### src/rtl/entropy_word_packer_pkg.sv
// Shared definitions for the entropy word packer and the que_fiao instantiation
// that consumes its words.
//   ent_state_e      : packer FSM states
//   DEF_WORD_WIDTH   : packed word width (equals que_fiao ENQ_WIDTH)
//   DEF_RCT_CUTOFF   : identical-bit run length that raises the RCT alarm
//   DEF_APT_WINDOW   : APT window length in bits, also the start-up test length
//   DEF_APT_CUTOFF   : reference-bit matches per window that raise the APT alarm
package entropy_pkg;

  typedef enum logic [1:0] {
    ST_STARTUP = 2'd0,
    ST_RUN     = 2'd1,
    ST_ALARM   = 2'd2
  } ent_state_e;

  localparam int DEF_WORD_WIDTH = 32;
  localparam int DEF_RCT_CUTOFF = 21;
  localparam int DEF_APT_WINDOW = 1024;
  localparam int DEF_APT_CUTOFF = 589;

endpackage

### src/rtl/entropy_word_packer_if.sv
// Word bus between the packer and que_fiao.
//   word_valid : drives que_fiao enque
//   word_data  : drives que_fiao wdata
//   fifo_full  : que_fiao full
// Handshake: a word moves on every rising clock edge where word_valid=1 and
// fifo_full=0. While word_valid=1 and fifo_full=1, word_data is held stable;
// word_valid never drops without a transfer except on reset or a health alarm.
interface entropy_word_packer_if
  import entropy_pkg::*;
#(
  parameter int W = DEF_WORD_WIDTH
);
  logic         word_valid;
  logic [W-1:0] word_data;
  logic         fifo_full;

  modport master (output word_valid, output word_data, input fifo_full);
  modport slave  (input word_valid, input word_data, output fifo_full);
endinterface

### src/rtl/entropy_word_packer_health.sv
// Continuous health tests on the raw bit stream: repetition count (RCT) and
// adaptive proportion (APT).
//   clk, rst     : clock, asynchronous active-high reset
//   i_strobe     : i_bit is a sample to be tested this cycle
//   i_bit        : raw entropy bit
//   i_clear      : restart both tests and drop the alarms
//   o_alarm_rct  : sticky registered RCT alarm
//   o_alarm_apt  : sticky registered APT alarm
//   o_rct_hit    : this strobed bit trips the RCT (alarm visible next cycle)
//   o_apt_hit    : this strobed bit trips the APT (alarm visible next cycle)
//   o_win_done   : this strobed bit is the last one of an APT window
module entropy_health_tests #(
  parameter int RCT_CUTOFF = 21,
  parameter int APT_WINDOW = 1024,
  parameter int APT_CUTOFF = 589
) (
  input  logic clk,
  input  logic rst,
  input  logic i_strobe,
  input  logic i_bit,
  input  logic i_clear,
  output logic o_alarm_rct,
  output logic o_alarm_apt,
  output logic o_rct_hit,
  output logic o_apt_hit,
  output logic o_win_done
);
  localparam int RW = $clog2(RCT_CUTOFF + 1);
  localparam int AW = $clog2(APT_WINDOW + 1);
  localparam int WW = $clog2(APT_WINDOW);
  localparam logic [RW-1:0] RCT_MAX  = RW'(RCT_CUTOFF);
  localparam logic [AW-1:0] APT_LIM  = AW'(APT_CUTOFF);
  localparam logic [WW-1:0] WIN_LAST = WW'(APT_WINDOW - 1);

  if (RCT_CUTOFF < 2) begin : g_bad_rct
    $error("RCT_CUTOFF must be at least 2");
  end
  if (APT_CUTOFF > APT_WINDOW) begin : g_bad_apt
    $error("APT_CUTOFF must not exceed APT_WINDOW");
  end

  logic          r_last;
  logic          r_ref;
  logic [RW-1:0] r_rct_cnt;
  logic [AW-1:0] r_apt_cnt;
  logic [WW-1:0] r_win_cnt;
  logic [RW-1:0] w_rct_next;
  logic [AW-1:0] w_apt_next;

  // rct_cnt==0 marks "no previous bit" after reset or clear.
  always_comb begin
    w_rct_next = RW'(1);
    if (r_rct_cnt != '0 && i_bit == r_last)
      w_rct_next = (r_rct_cnt == RCT_MAX) ? r_rct_cnt : r_rct_cnt + 1'b1;
    w_apt_next = r_apt_cnt;
    if (r_win_cnt == '0)
      w_apt_next = AW'(1);
    else if (i_bit == r_ref)
      w_apt_next = r_apt_cnt + 1'b1;
  end

  assign o_rct_hit  = i_strobe && (w_rct_next >= RCT_MAX);
  assign o_apt_hit  = i_strobe && (w_apt_next >= APT_LIM);
  assign o_win_done = i_strobe && (r_win_cnt == WIN_LAST);

  always_ff @(posedge clk or posedge rst) begin
    if (rst) begin
      r_last      <= 1'b0;
      r_ref       <= 1'b0;
      r_rct_cnt   <= '0;
      r_apt_cnt   <= '0;
      r_win_cnt   <= '0;
      o_alarm_rct <= 1'b0;
      o_alarm_apt <= 1'b0;
    end else if (i_clear) begin
      r_last      <= 1'b0;
      r_ref       <= 1'b0;
      r_rct_cnt   <= '0;
      r_apt_cnt   <= '0;
      r_win_cnt   <= '0;
      o_alarm_rct <= 1'b0;
      o_alarm_apt <= 1'b0;
    end else if (i_strobe) begin
      r_last    <= i_bit;
      r_rct_cnt <= w_rct_next;
      r_apt_cnt <= w_apt_next;
      if (r_win_cnt == '0) r_ref <= i_bit;
      r_win_cnt <= (r_win_cnt == WIN_LAST) ? '0 : r_win_cnt + 1'b1;
      if (o_rct_hit) o_alarm_rct <= 1'b1;
      if (o_apt_hit) o_alarm_apt <= 1'b1;
    end
  end
endmodule

### src/rtl/entropy_word_packer.sv
// Entropy word packer: health-tests a raw bit stream, packs good bits MSB-first
// into words and offers them to que_fiao. Nothing is emitted during start-up
// testing or after a health alarm.
//   clk, rst      : clock, asynchronous active-high reset
//   bit_valid     : bit_in is a new raw sample
//   bit_in        : raw entropy bit
//   clear_alarm   : in ALARM, clear alarms and restart start-up testing
//   fifo          : word_valid / word_data / fifo_full bus to que_fiao
//   ready         : FSM is in RUN
//   alarm_rct     : sticky repetition-count failure
//   alarm_apt     : sticky adaptive-proportion failure
//   overflow      : one-cycle pulse, a completed word was dropped
//   dbg_state     : current FSM state
module entropy_word_packer
  import entropy_pkg::*;
#(
  parameter int WORD_WIDTH = DEF_WORD_WIDTH,
  parameter int RCT_CUTOFF = DEF_RCT_CUTOFF,
  parameter int APT_WINDOW = DEF_APT_WINDOW,
  parameter int APT_CUTOFF = DEF_APT_CUTOFF
) (
  input  logic                         clk,
  input  logic                         rst,
  input  logic                         bit_valid,
  input  logic                         bit_in,
  input  logic                         clear_alarm,
  entropy_word_packer_if.master        fifo,
  output logic                         ready,
  output logic                         alarm_rct,
  output logic                         alarm_apt,
  output logic                         overflow,
  output ent_state_e                   dbg_state
);
  localparam int BW = $clog2(WORD_WIDTH);
  localparam logic [BW-1:0] BIT_LAST = BW'(WORD_WIDTH - 1);

  ent_state_e            r_state;
  logic [WORD_WIDTH-1:0] r_shreg;
  logic [BW-1:0]         r_bit_cnt;
  logic                  r_hold_valid;
  logic [WORD_WIDTH-1:0] r_hold_data;
  logic                  r_overflow;

  logic                  w_strobe;
  logic                  w_clear;
  logic                  w_rct_hit;
  logic                  w_apt_hit;
  logic                  w_hit;
  logic                  w_win_done;
  logic                  w_xfer;
  logic [WORD_WIDTH-1:0] w_word;

  // Bits arriving in ALARM (including one alongside clear_alarm) are not tested.
  assign w_strobe = bit_valid && (r_state != ST_ALARM);
  assign w_clear  = clear_alarm && (r_state == ST_ALARM);
  assign w_hit    = w_rct_hit || w_apt_hit;
  assign w_xfer   = r_hold_valid && !fifo.fifo_full;
  assign w_word   = {r_shreg[WORD_WIDTH-2:0], bit_in};

  entropy_health_tests #(
    .RCT_CUTOFF (RCT_CUTOFF),
    .APT_WINDOW (APT_WINDOW),
    .APT_CUTOFF (APT_CUTOFF)
  ) u_health (
    .clk         (clk),
    .rst         (rst),
    .i_strobe    (w_strobe),
    .i_bit       (bit_in),
    .i_clear     (w_clear),
    .o_alarm_rct (alarm_rct),
    .o_alarm_apt (alarm_apt),
    .o_rct_hit   (w_rct_hit),
    .o_apt_hit   (w_apt_hit),
    .o_win_done  (w_win_done)
  );

  always_ff @(posedge clk or posedge rst) begin
    if (rst) begin
      r_state      <= ST_STARTUP;
      r_shreg      <= '0;
      r_bit_cnt    <= '0;
      r_hold_valid <= 1'b0;
      r_hold_data  <= '0;
      r_overflow   <= 1'b0;
    end else begin
      r_overflow <= 1'b0;
      // A load later in this block overrides the release on the same edge.
      if (w_xfer) r_hold_valid <= 1'b0;
      case (r_state)
        ST_STARTUP: begin
          if (w_hit)           r_state <= ST_ALARM;
          else if (w_win_done) r_state <= ST_RUN;
        end
        ST_RUN: begin
          if (w_hit) begin
            // The alarm register sets on this same edge, so the held word and
            // the partial word (which holds the failing bit) vanish together.
            r_state      <= ST_ALARM;
            r_hold_valid <= 1'b0;
            r_hold_data  <= '0;
            r_shreg      <= '0;
            r_bit_cnt    <= '0;
          end else if (w_strobe) begin
            r_shreg <= w_word;
            if (r_bit_cnt == BIT_LAST) begin
              r_bit_cnt <= '0;
              if (!r_hold_valid || w_xfer) begin
                r_hold_valid <= 1'b1;
                r_hold_data  <= w_word;
              end else begin
                r_overflow <= 1'b1;
              end
            end else begin
              r_bit_cnt <= r_bit_cnt + 1'b1;
            end
          end
        end
        ST_ALARM: begin
          r_shreg   <= '0;
          r_bit_cnt <= '0;
          if (w_clear) r_state <= ST_STARTUP;
        end
        default: r_state <= ST_STARTUP;
      endcase
    end
  end

  assign fifo.word_valid = r_hold_valid;
  assign fifo.word_data  = r_hold_data;
  assign ready           = (r_state == ST_RUN);
  assign overflow        = r_overflow;
  assign dbg_state       = r_state;
endmodule
### src/flat_wrapper.sv
// flat-port wrapper written by rule: the top's interface ports become plain ports
module entropy_word_packer_flat import entropy_pkg::*;
#(
  parameter int WORD_WIDTH = DEF_WORD_WIDTH,
  parameter int RCT_CUTOFF = DEF_RCT_CUTOFF,
  parameter int APT_WINDOW = DEF_APT_WINDOW,
  parameter int APT_CUTOFF = DEF_APT_CUTOFF
)
  (clk, rst, bit_valid, bit_in, clear_alarm, ready, alarm_rct, alarm_apt, overflow, dbg_state, fifo_word_valid, fifo_word_data, fifo_fifo_full);
  entropy_word_packer_if fifo_i ();
  input  logic clk;
  input  logic rst;
  input  logic bit_valid;
  input  logic bit_in;
  input  logic clear_alarm;
  output logic ready;
  output logic alarm_rct;
  output logic alarm_apt;
  output logic overflow;
  output ent_state_e dbg_state;
  output wire logic [$bits(fifo_i.word_valid)-1:0] fifo_word_valid;
  output wire logic [$bits(fifo_i.word_data)-1:0] fifo_word_data;
  input wire logic [$bits(fifo_i.fifo_full)-1:0] fifo_fifo_full;
  assign fifo_word_valid = fifo_i.word_valid;
  assign fifo_word_data = fifo_i.word_data;
  assign fifo_i.fifo_full = fifo_fifo_full;
  entropy_word_packer #(.WORD_WIDTH(WORD_WIDTH), .RCT_CUTOFF(RCT_CUTOFF), .APT_WINDOW(APT_WINDOW), .APT_CUTOFF(APT_CUTOFF)) u_core (.clk(clk), .rst(rst), .bit_valid(bit_valid), .bit_in(bit_in), .clear_alarm(clear_alarm), .fifo(fifo_i), .ready(ready), .alarm_rct(alarm_rct), .alarm_apt(alarm_apt), .overflow(overflow), .dbg_state(dbg_state));
endmodule
### config.mk
export PLATFORM = sky130hd
export DESIGN_NAME = entropy_word_packer_flat
export DESIGN_NICKNAME = d
export VERILOG_FILES = /design/src/rtl/entropy_word_packer_pkg.sv /design/src/rtl/entropy_word_packer_if.sv /design/src/rtl/entropy_word_packer_health.sv /design/src/rtl/entropy_word_packer.sv /design/src/flat_wrapper.sv
export SDC_FILE = /design/constraint.sdc
export NUM_CORES = 1
export LEC_CHECK = 0
export CORE_UTILIZATION = 30
export CTS_CLUSTER_DIAMETER = 40
export DETAILED_ROUTE_END_ITERATION = 10
export SETUP_SLACK_MARGIN = 0.4
export SKIP_CTS_REPAIR_TIMING = 1
export SYNTH_ARGS = -nofsm -noshare
export SYNTH_HDL_FRONTEND = slang
export SYNTH_HIERARCHICAL = 1
export SYNTH_SLANG_ARGS = --single-unit
### constraint.sdc
create_clock -name clk -period 3.7 [get_ports clk]
set_input_delay 0.555 -clock clk [delete_from_list [all_inputs] [get_ports clk]]
set_output_delay 0.555 -clock clk [all_outputs]
set_load 0.03 [all_outputs]
==> metrics.md, run 1 <==
| Metric | Value |
|---|---|
| Post-synth EDFFs | 0 |
| Hold Crit Start | u_core/fifo.word_data[11] |
| Syn nets | 516 |
| Largest area contributor in the netlist | dfrtp_1 |
| R2r setup slk | around 0.7 ns |
| Most frequent CP cell | or2_4 |
| CTS root buf | clkbuf_16 |
| Commonest non-fill, non-tap cell in the layout | dfrtp_1 |
| Final net count | approximately 560 |
| Achievable Freq | ~320 MHz |
| Post-DR wirelength/cell | between 10 and 15 µm |
| Worst VDD drop | 0.0003402 V |
| RSZ-0062 raised after global routing | no |
| Die ar. | ~17000 µm² |
| Max Clock Skew | between 0.007 and 0.008 ns |
| Post-Syn Area | about 5000 µm² |
| CTS Buf Count | 9 |
| Final Critical Period | between 3 and 4 ns |
| Largest net degree at the start of global routing | 37 |
| Fin crit share | 84.26% |
| # port buffers | 44 |
| Post-synthesis sequential area ratio | 50.67% |
| CP arrival | about 3.4 ns |
| Core Region | between 15000 and 20000 µm² |
| I/O pins | 45 |
| Hold WC Path Type | reg2reg |
| Worst r2r path cells | 11 |
| Hold Crit Depth | 1 |
| First-pass GRT wire length | approximately 19 mm |
| Synth Flop Type | dfrtp_1 |
| GP Congestion | roughly 0.8 |
| Core Rows | between 40 and 50 |
| Area contributors post-synth | dfrtp_1 51%, mux2i_1 7.0%, a22o_1 5.6% |
| Total GRT Usage | around an eighth |
| Crit-path slowest cell | clkdlybuf4s50_1 |
| Ys Warns | 6 |
| TritonCTS clock tree | built |
| Hold Fails Final Rpt | 0 |
| CTS Sinks | just over 100 |
| GR Overflow Total | 0 |
| Status | complete, no violations |
| CTS H-tree lvls | 3 |
| Worst stage delay on the critical path | roughly 0.5 ns |
| Initial antenna violation count | 0 |
| CP startpoint kind | input pin |
| Sum Neg Setup Slack | 0 ns |
| Metal1 wirelength | approximately 5 mm |
| Post-Synthesis Cells | ~500 |
| Fillers | approximately 1700 |
| Fin area | slightly above 6000 µm² |
| Initial Util | between 30 and 40% |
| Slew HR | between 50% and 60% |
| Synthesized area per cell | 10.12 µm² |
| Via count | 3793 |
| Synth unique cells | 55 |
| Required @ worst endpoint | between 3 and 4 ns |
| Placed inst area | roughly 5800 µm² |
| LEAKAGE | between 2 and 3 nW |
| Layout cells sized above 1 | under 10% |
| Power density over the cells | around 630 nW/µm² |
| Max Slew Vio Count | 0 |
| Setup-failing EPs final | 0 |
| Initial DRT Pass Iterations | 5 |
| Vias in the first global route | 3806 |
| Max_cap viols | 0 |
| Die X | approximately 130 µm |
| WL final | 10.79 mm |
| Initial DRC count | between 150 and 200 |
| Max Root-Sink Buffers | 2 |
| Most frequent cells in the layout | 102 x dfrtp_1, 55 x nand2_1, 48 x inv_1 |
| Met2 wire length | 5.153 mm |
| Worst Max-Slew Pin Slew | just over 0.6 ns |
| Metal3 WL | approximately 360 µm |
| Reg2reg end | u_core/r_shreg[2] |
| Area growth, synth to finish | 20.74% |
| R2R Path Start | u_core/u_health/r_apt_cnt[0] |
| Ant diodes | 0 |
| Vias per cell | between 4 and 5 |
| DR DRC count | 0 |
| Asr flop ratio synth | 100.0% |
| Clock latency on the worst-skew pair | about 0.35 ns |
| Worst Hold Path EP | u_core/fifo.word_data[11] |
| Share of Yosys cell area claimed by the top area cell type | 50.67% |
| CTS clk-pin slew, worst paths | about 0.070 ns |
| DR top layer | met4 |
| Chip height | ~130 µm |
| Post-DP HPWL | between 7 and 8 mm |
| Setup crit end kind | register |
| Critical Setup Path Class | in2reg |
| Crit-path cells | clkdlybuf4s50_1, xor2_4, or2_4, nor3_4, xnor2_1, a41o_1, nand2_1, or2_4, o31a_2, buf_12, mux2i_1 |
| Seq cells post-synth | 102 |
| Post-route ant nets | 0 |
| Worst-path fanout max | 36 |
## cells by family (layout without fill, tap and decap cells)
group	Yosys count	in the layout	synth area share, %
AOI/OAI and AO/OA	96	96	13.79
muxes	36	36	7.178
xor gates and xnor gates	14	14	2.807
DFF	102	102	50.67
and+or+nand+nor	163	163	15.87
buffers and inverters	75	123	6.706
adders and majority gates	12	12	2.981
## power breakdown
group | switching, mW | internal [mW]
registers | 0.290 | 1.40
logic | 0.653 | 0.498
clock network | 0.448 | 0.555
## cells in the mapped netlist (all sizes together), types with 6 or more instances
cell,number
clkbuf,14
nor2,34
nor3,16
nand2b,6
xnor2,7
a21oi,22
nand3,18
o21ai,14
ha,12
mux2i,35
dfrtp,102
inv,49
xor2,7
a22o,32
buf,12
nand2,55
## layer usage
| metal | global-route usage, % | vias to the layer above |
|---|---|---|
| li1 | - | 1814 |
| met4 | 4.005 | 0 |
| met5 | 0 | - |
| met2 | 21.52 | 63 |
| met1 | 17.24 | 1904 |
| met3 | 3.742 | 12 |
## flip-flops by register name, indices dropped and copies added (netlist names)
name,flops
u_core/fifo.word_valid,1
u_core/u_health/r_rct_cnt,5
u_core/overflow,1
u_core/u_health/r_last,1
u_core/r_shreg,31
u_core/dbg_state,2
u_core/u_health/r_win_cnt,10
u_core/u_health/r_apt_cnt,11
u_core/u_health/o_alarm_apt,1
u_core/fifo.word_data,32
u_core/u_health/o_alarm_rct,1
u_core/r_bit_cnt,5
u_core/u_health/r_ref,1
## worst max-delay path, delay by kind of cell
kind | cells | cell delay (ns)
XOR/XNOR | 2 | 0.40
AO/OA/AOI/OAI | 2 | 0.54
multiplexers | 1 | 0.15
buffers and inverters | 2 | 0.71
AND/OR/NAND/NOR | 4 | 0.96
## how the worst max path moves through the flow
| stage | start | to | slack [ns] | cells past startpoint |
|---|---|---|---|---|
| after global placement | bit_in | u_core/r_shreg[24] | 0.17 | 11 |
| after CTS | bit_in | u_core/r_shreg[5] | 0.48 | 11 |
| after detailed placement | bit_in | u_core/r_shreg[2] | 0.1 | 11 |
| after global routing | bit_in | u_core/r_shreg[23] | 0.46 | 11 |
| after floorplan | u_core/dbg_state[0] | u_core/fifo.word_data[0] | 0.65 | 15 |
| final | bit_in | u_core/r_shreg[2] | 0.58 | 11 |
## final cells by class
type,instances,area [µm²],area share (%)
Clock buffer,10,239.0,3.929
Clock inverter,6,75.07,1.234
Inverter,49,183.9,3.024
Multi-Input combinational cell,321,2173,35.73
Sequential cell,102,2552,41.97
Tap cell,220,275.3,4.526
Timing Repair Buffer,58,583.1,9.587
## metrics by stage
stage	std cells	setup slack (ns)	power [mW]	hold slack (ns)	util, %
3_3_place_gp	750	0.1692	2.803	0.4854	34.97
6_report	766	0.5823	3.840	0.5010	36.94
3_5_place_dp	750	0.09938	2.861	0.4809	34.97
2_1_floorplan	498	0.6505	2.549	0.4729	-
5_1_grt	766	0.4641	4.118	0.5117	36.94
4_1_cts	766	0.4800	3.884	0.5041	36.88
No activity file was read; power rests on OpenSTA's default activity.
==> run 2, diff against run 1 <==
- clock period: 3.7 -> 3.15 ns (I/O delays scaled with it)
==> run 2 against run 1 <==
Against the previous run:
- power up 20%
- core utilization up 2.2 points
- combinational power up 34%
- largest cell class unchanged
- worst hold slack worse by 0.0041 ns
- clock skew up 0.00064 ns
- clock power up 7%
- global-route usage about the same
- first-iteration DRC count up 86%
- sequential share of layout area down 2.3 points
- setup slack worse by 0.15 ns
- sequential power up 18%
- wire length up 9.0%
==> metrics.md, run 2 (same netlist as run 1, synthesis figures left out) <==
| Metric | Value |
|---|---|
| Status | complete, no violations |
| Largest register FFs | 32 (unchanged) |
| Fillers | 1622 (-2.2%) |
| DP Worst Slack | -0.1501 ns (-0.2495 ns) |
| Core Rows | 47 (unchanged) |
| Worst Hold Path EP | u_core/fifo.word_data[17] |
| Worst path depth | 13 (+2) |
| Die ar. | 17310 µm² (unchanged) |
| Post-route ant nets | 0 (unchanged) |
| I/O pins | 45 (unchanged) |
| Crit-path cells | ha_4, nand3_4, or2_4, nor3_4, xnor2_1, a41o_1, nand2_2, or2_4, buf_6, a32oi_4, buf_12, clkbuf_16, a22o_1 |
| Final WS setup | 0.4301 ns (-0.1522 ns) |
| Total power | 4.603 mW (+20%) |
| Total GRT Usage | 13.27% (-0.048 points) |
| Initial DRT Pass Iterations | 5 (unchanged) |
| Hold Crit Depth | 1 (unchanged) |
| Worst stage delay on the critical path | 0.44 ns (-0.07 ns) |
| Fin crit share | between 80% and 90% |
| Max_cap viols | 0 (unchanged) |
| Clock share of power | 23.2% (-2.9 points) |
| Footprint of the multi-input gates | 2256 µm² (+3.8%) |
| Chip height | 131.6 µm (unchanged) |
| GP Congestion | 0.8167 (+2.5%) |
| Via count | 3855 (+1.6%) |
| CTS Buf Count | 9 (unchanged) |
| GR Overflow Total | 0 (unchanged) |
| Combinational Power Share | 33.4% (+3.4 points) |
| Final net count | 587 (+5.0%) |
| Vias in the first global route | 3651 (-4.1%) |
| Final design utilization | 39.16% (+2.2 points) |
| Max Clock Skew | 0.007681 ns (+0.0006404 ns) |
| # port buffers | 44 (unchanged) |
| First-pass GRT wire length | 18.59 mm (-0.37%) |
| Most frequent cells in the layout | 97 x dfrtp_1, 54 x nand2_1, 48 x inv_1 |
| Setup crit end kind | register |
| Post-DR wirelength/cell | 14.81 µm (+5.1%) |
| Crit path launch | u_core/u_health/r_apt_cnt[0] |
| Fin area | 6447 µm² (+6.0%) |
| Ant diodes | 0 (unchanged) |
| Reg area | 2559 µm² (+0.24%) |
| WL final | 11.76 mm (+9.0%) |
| CTS clk-pin slew, worst paths | 0.07 ns (about the same) |
| Core Region | 16470 µm² (unchanged) |
| Sequential power share | 43.4% (-0.5 points) |
| Critical Setup Path Class | reg2reg |
| Reg2reg end | u_core/fifo.word_data[26] |
| Slew HR | 44.66% (-14 points) |
| Final Critical Period | approximately 2.7 ns |
| R2r setup slk | 0.43 ns (-0.27 ns) |
| Net Sw Frac | 36.58% (+0.37 points) |
| TritonCTS clock tree | built |
| Initial DRC count | 299 (+86%) |
| CTS Sinks | 102 (unchanged) |
| CTS H-tree lvls | 3 (unchanged) |
| Worst Max-Slew Pin Slew | 0.8289 ns (+0.2105 ns) |
| Max Root-Sink Buffers | 2 (unchanged) |
| Area growth, synth to finish | 27.99% |
| Final hold slack | 0.4969 ns (-0.004068 ns) |
| LEAKAGE | 2.871 nW (+6.6%) |
| Worst-path fanout max | 8 (-78%) |
| CP startpoint kind | register |
| Vias per cell | 4.855 (-1.9%) |
| R2R Path Start | u_core/u_health/r_apt_cnt[0] |
| Hold WC Path Type | reg2reg |
| Post-DP HPWL | 7.494 mm (+5.6%) |
| Hold Crit Start | u_core/fifo.word_data[17] |
| Most frequent CP cell | or2_4 |
| Worst Path Buf+Inv | 3 (+1) |
| Top Family by Delay on Critical Path | simple AND/OR/NAND/NOR gates |
| Crit-path slowest cell | dfrtp_2 |
| Die X | 131.6 µm (unchanged) |
| Setup-failing EPs final | 0 (unchanged) |
| Max Slew Vio Count | 0 (unchanged) |
| Placed inst area | 5932 µm² (+3.0%) |
| Largest net degree at the start of global routing | 38 (+2.7%) |
| Achievable Freq | 367.7 MHz |
| Clock latency on the worst-skew pair | 0.35 ns (about the same) |
| Layout cells sized above 1 | 15.85% (+6.9 points) |
| Worst VDD drop | 0.0005021 V (+48%) |
| CP arrival | 3.01 ns (-0.34 ns) |
| Worst r2r path cells | 13 (+2) |
| Sw power | 1.684 mW (+21%) |
| Power density over the cells | 713.9 nW/µm² (+13%) |
| Commonest non-fill, non-tap cell in the layout | dfrtp_1 |
| Required @ worst endpoint | 3.44 ns (-0.49 ns) |
| DR DRC count | 0 (unchanged) |
| Initial antenna violation count | 0 (unchanged) |
| CTS root buf | clkbuf_16 |
| Initial Util | 30.59% (unchanged) |
| Hold Fails Final Rpt | 0 (unchanged) |
| Cell-internal power | 2.919 mW (+19%) |
| RSZ-0062 raised after global routing | yes |
## run 2: how the worst max path moves through the flow
stage | slack, ns | to
5_1_grt | 0.34 | u_core/fifo.word_data[19]
4_1_cts | 0.17 | u_core/fifo.word_data[8]
2_1_floorplan | 0.41 | u_core/r_bit_cnt[1]
6_report | 0.43 | u_core/fifo.word_data[26]
3_3_place_gp | -0.07 | u_core/fifo.word_data[0]
3_5_place_dp | -0.15 | u_core/fifo.word_data[8]
## run 2: power groups by stage
stage          clock network, mW  registers, mW  logic, mW
2_1_floorplan                  0           1.92       1.09
3_3_place_gp                   0           1.98       1.40
3_5_place_dp                   0           1.99       1.45
4_1_cts                     1.10           1.98       1.46
5_1_grt                     1.15           2.05       1.72
6_report                    1.07           2.00       1.54
## run 2: area by class of cell
class / instances / share of cell area (%)
Sequential cell: 102 / 39.69
Clock buffer: 10 / 3.707
Multi-Input combinational cell: 321 / 34.99
Timing Repair Buffer: 86 / 13.78
Inverter: 49 / 2.853
Tap cell: 220 / 4.269
Clock inverter: 6 / 0.7180
## run 2: layer usage
layer	GRT usage [%]	vias up	wire length (µm)
li1	-	1863	-
met1	18.11	1898	5677
met2	20.63	80	5460
met3	2.971	14	461
met4	4.587	0	159
met5	0	-	0
## run 2: worst reg2reg max path: cells and delay by family (launching register included)
family	cells	cell delay, ns
buffers and inverters	3	0.45
adders and majority gates	1	0.19
and+or+nand+nor	5	0.90
DFF	1	0.44
AOI/OAI and AO/OA	3	0.56
xor gates and xnor gates	1	0.13
## run 2: through the flow
stage                     instances  TNS [ns]
final                           794         0
after global routing            794         0
after CTS                       783         0
after floorplan                 498         0
after detailed placement        767    -6.043
after global placement          767    -3.297
==> run 3, diff against run 2 <==
- CAP_MARGIN: unset -> 30
- PLACE_DENSITY: unset -> 0.49
==> run 3 against run 2 <==
Against the previous run:
- maximum frequency grew 0.66%
- critical endpoint is now u_core/fifo.word_data[22]
- sequential share of layout area grew 0.28 points
- flip-flop and latch count is the same
- via count shrank 0.93%
- clock power grew 7%
- worst hold slack gained 0.0034 ns
- combinational power grew 5%
- setup slack gained 0.018 ns
- highest routed layer unchanged
- core utilization shrank 0.26 points
- register-to-register slack gained 0.02 ns
- design area shrank 0.66%
==> metrics.md, run 3 (same netlist as run 1, synthesis figures left out) <==
| Metric | Value |
|---|---|
| CTS root buf | clkbuf_16 |
| Reg2reg end | u_core/fifo.word_data[22] |
| Hold WC Path Type | reg2reg |
| I/O pins | 45 (unchanged) |
| Final hold slack | 0.5003 ns (+0.003369 ns) |
| # port buffers | 44 (unchanged) |
| CTS Buf Count | 9 (unchanged) |
| LEAKAGE | 2.851 nW (-0.69%) |
| Worst-path fanout max | 16 (+8) |
| Worst stage delay on the critical path | 0.46 ns (+0.02 ns) |
| Sum Neg Setup Slack | 0 ns (unchanged) |
| Critical Setup Path Class | reg2reg |
| Worst Path Buf+Inv | 3 (unchanged) |
| CTS Sinks | 102 (unchanged) |
| Largest register FFs | 32 (unchanged) |
| GP Congestion | 0.8753 (+7.2%) |
| Status | complete, no violations |
| Setup-failing EPs final | 0 (unchanged) |
| Post-DR wirelength/cell | 15.07 µm (+1.8%) |
| Initial Util | 30.59% (unchanged) |
| TritonCTS clock tree | built |
| Required @ worst endpoint | 3.39 ns (-0.05 ns) |
| Max_cap viols | 0 (unchanged) |
| Total GRT Usage | 13.98% (+0.70 points) |
| RSZ-0062 raised after global routing | yes |
| Crit path to | u_core/fifo.word_data[22] |
| Most frequent cells in the layout | 96 x dfrtp_1, 55 x nand2_1, 48 x inv_1 |
| Final Critical Period | 2.702 ns (-0.01781 ns) |
| Worst Max-Slew Pin Slew | 0.7374 ns (-0.09151 ns) |
| Vias per cell | 4.816 (-0.81%) |
| Achievable Freq | 370.1 MHz (+0.66%) |
| CP startpoint kind | register |
| Vias in the first global route | 3689 (+1.0%) |
| Ant diodes | 0 (unchanged) |
| Final design utilization | 38.90% (-0.26 points) |
| Max Root-Sink Buffers | 2 (unchanged) |
| R2R Path Start | u_core/u_health/r_apt_cnt[0] |
| Max Slew Vio Count | 0 (unchanged) |
| Crit-path slowest cell | dfrtp_2 |
| R2r setup slk | 0.45 ns (+0.02 ns) |
| Core Region | 16470 µm² (unchanged) |
| CP arrival | 2.94 ns (-0.07 ns) |
| Initial antenna violation count | 0 (unchanged) |
| Commonest non-fill, non-tap cell in the layout | dfrtp_1 |
| Worst r2r path cells | 12 (-1) |
| GR Overflow Total | 0 (unchanged) |
| Initial DRT Pass Iterations | 6 (+1) |
| Core Rows | 47 (unchanged) |
| Setup crit end kind | register |
| Total power | 4.757 mW (+3.4%) |
| Final net count | 586 (-0.17%) |
| Post-DP HPWL | 7.767 mm (+3.6%) |
| Power density over the cells | 742.7 nW/µm² (+4.0%) |
| Top Family by Delay on Critical Path | compound AO/OA/AOI/OAI gates |
| Area growth, synth to finish | 27.15% |
| Worst VDD drop | 0.0002646 V (-47%) |
| Post-route ant nets | 0 (unchanged) |
| Crit-path cells | ha_4, inv_1, a221oi_1, o22ai_1, o22ai_2, nand2_1, nand2_1, or2_0, buf_4, and4b_2, buf_12, a22o_1 |
| Worst path depth | 12 (-1) |
| Most frequent CP cell | nand2_1 |
| Largest net degree at the start of global routing | 41 (+7.9%) |
| Crit path launch | u_core/u_health/r_apt_cnt[0] |
| Fin area | 6405 µm² (-0.66%) |
| Slew HR | 50.77% (+6.1 points) |
| Placed inst area | 5899 µm² (-0.55%) |
| Die X | 131.6 µm (unchanged) |
| DR DRC count | 0 (unchanged) |
| Max Clock Skew | 0.008477 ns (+0.0007963 ns) |
| Fin crit share | 85.78% (-0.57 points) |
| WL final | 11.95 mm (+1.6%) |
| Die ar. | 17310 µm² (unchanged) |
| CTS H-tree lvls | 3 (unchanged) |
| First-pass GRT wire length | 19.14 mm (+3.0%) |
| Initial DRC count | 132 (-56%) |
| CTS clk-pin slew, worst paths | 0.07 ns (about the same) |
| Via count | 3819 (-0.93%) |
| Layout cells sized above 1 | 14.83% (-1.0 points) |
| Clock latency on the worst-skew pair | 0.35 ns (about the same) |
| Hold Fails Final Rpt | 0 (unchanged) |
| Chip height | 131.6 µm (unchanged) |
-- run 3: cell types whose count changed in the layout (fill, tap and decap cells not counted), sizes merged --
cell | previous run | this run
clkbuf | 12 | 14
clkinv | 3 | 1
buf | 40 | 39
bufinv | 0 | 1
clkinvlp | 2 | 1
-- run 3: worst min path at each step --
stage / cells past startpoint / to / startpoint / slack, ns
5_1_grt: 1 / u_core/fifo.word_data[31] / u_core/fifo.word_data[31] / 0.52
3_3_place_gp: 1 / u_core/fifo.word_data[21] / u_core/fifo.word_data[21] / 0.49
3_5_place_dp: 1 / u_core/fifo.word_data[27] / u_core/fifo.word_data[27] / 0.48
4_1_cts: 1 / u_core/fifo.word_data[30] / u_core/fifo.word_data[30] / 0.50
6_report: 1 / u_core/fifo.word_data[11] / u_core/fifo.word_data[11] / 0.50
2_1_floorplan: 1 / u_core/fifo.word_data[31] / u_core/r_shreg[30] / 0.47
-- run 3: layout make-up --
| cell class | instances | area [µm²] |
|---|---|---|
| fillers | 1618 | 10060 |
| clock buffers | 12 | 246.5 |
| inverters | 49 | 183.9 |
| flip-flops and latches | 102 | 2560 |
| clock inverters | 4 | 55.05 |
| well taps | 220 | 275.3 |
| multi-input cells | 321 | 2225 |
| repair buffers | 85 | 859.6 |
-- run 3: routing by layer --
metal / GRT usage [%] / part of all wire, % / up-vias
met3: 2.199 / 2.3 / 12
met1: 19.80 / 50 / 1875
li1: - / - / 1872
met4: 6.654 / 1.5 / 0
met2: 20.72 / 46 / 60
met5: 0 / 0 / -
-- run 3: power by group --
group / internal (mW) / leakage [nW] / switching [mW]
combinational: 0.763 / 1.38 / 0.845
clock: 0.643 / 0.143 / 0.497
sequential: 1.65 / 1.33 / 0.363
-- run 3: worst reg2reg max path: stages, from the launching register on --
cell and delay, ns:
dfrtp_2 0.46, ha_4 0.28, inv_1 0.04, a221oi_1 0.32
o22ai_1 0.16, o22ai_2 0.21, nand2_1 0.07, nand2_1 0.08
or2_0 0.12, buf_4 0.16, and4b_2 0.30, buf_12 0.17
a22o_1 0.23
-- run 3: metrics by stage --
| stage | std cells | worst slack, ns |
|---|---|---|
| 5_1_grt | 793 | 0.3048 |
| 6_report | 793 | 0.4479 |
| 2_1_floorplan | 498 | 0.4116 |
| 3_5_place_dp | 766 | -0.1822 |
| 3_3_place_gp | 766 | -0.1888 |
| 4_1_cts | 782 | 0.1739 |
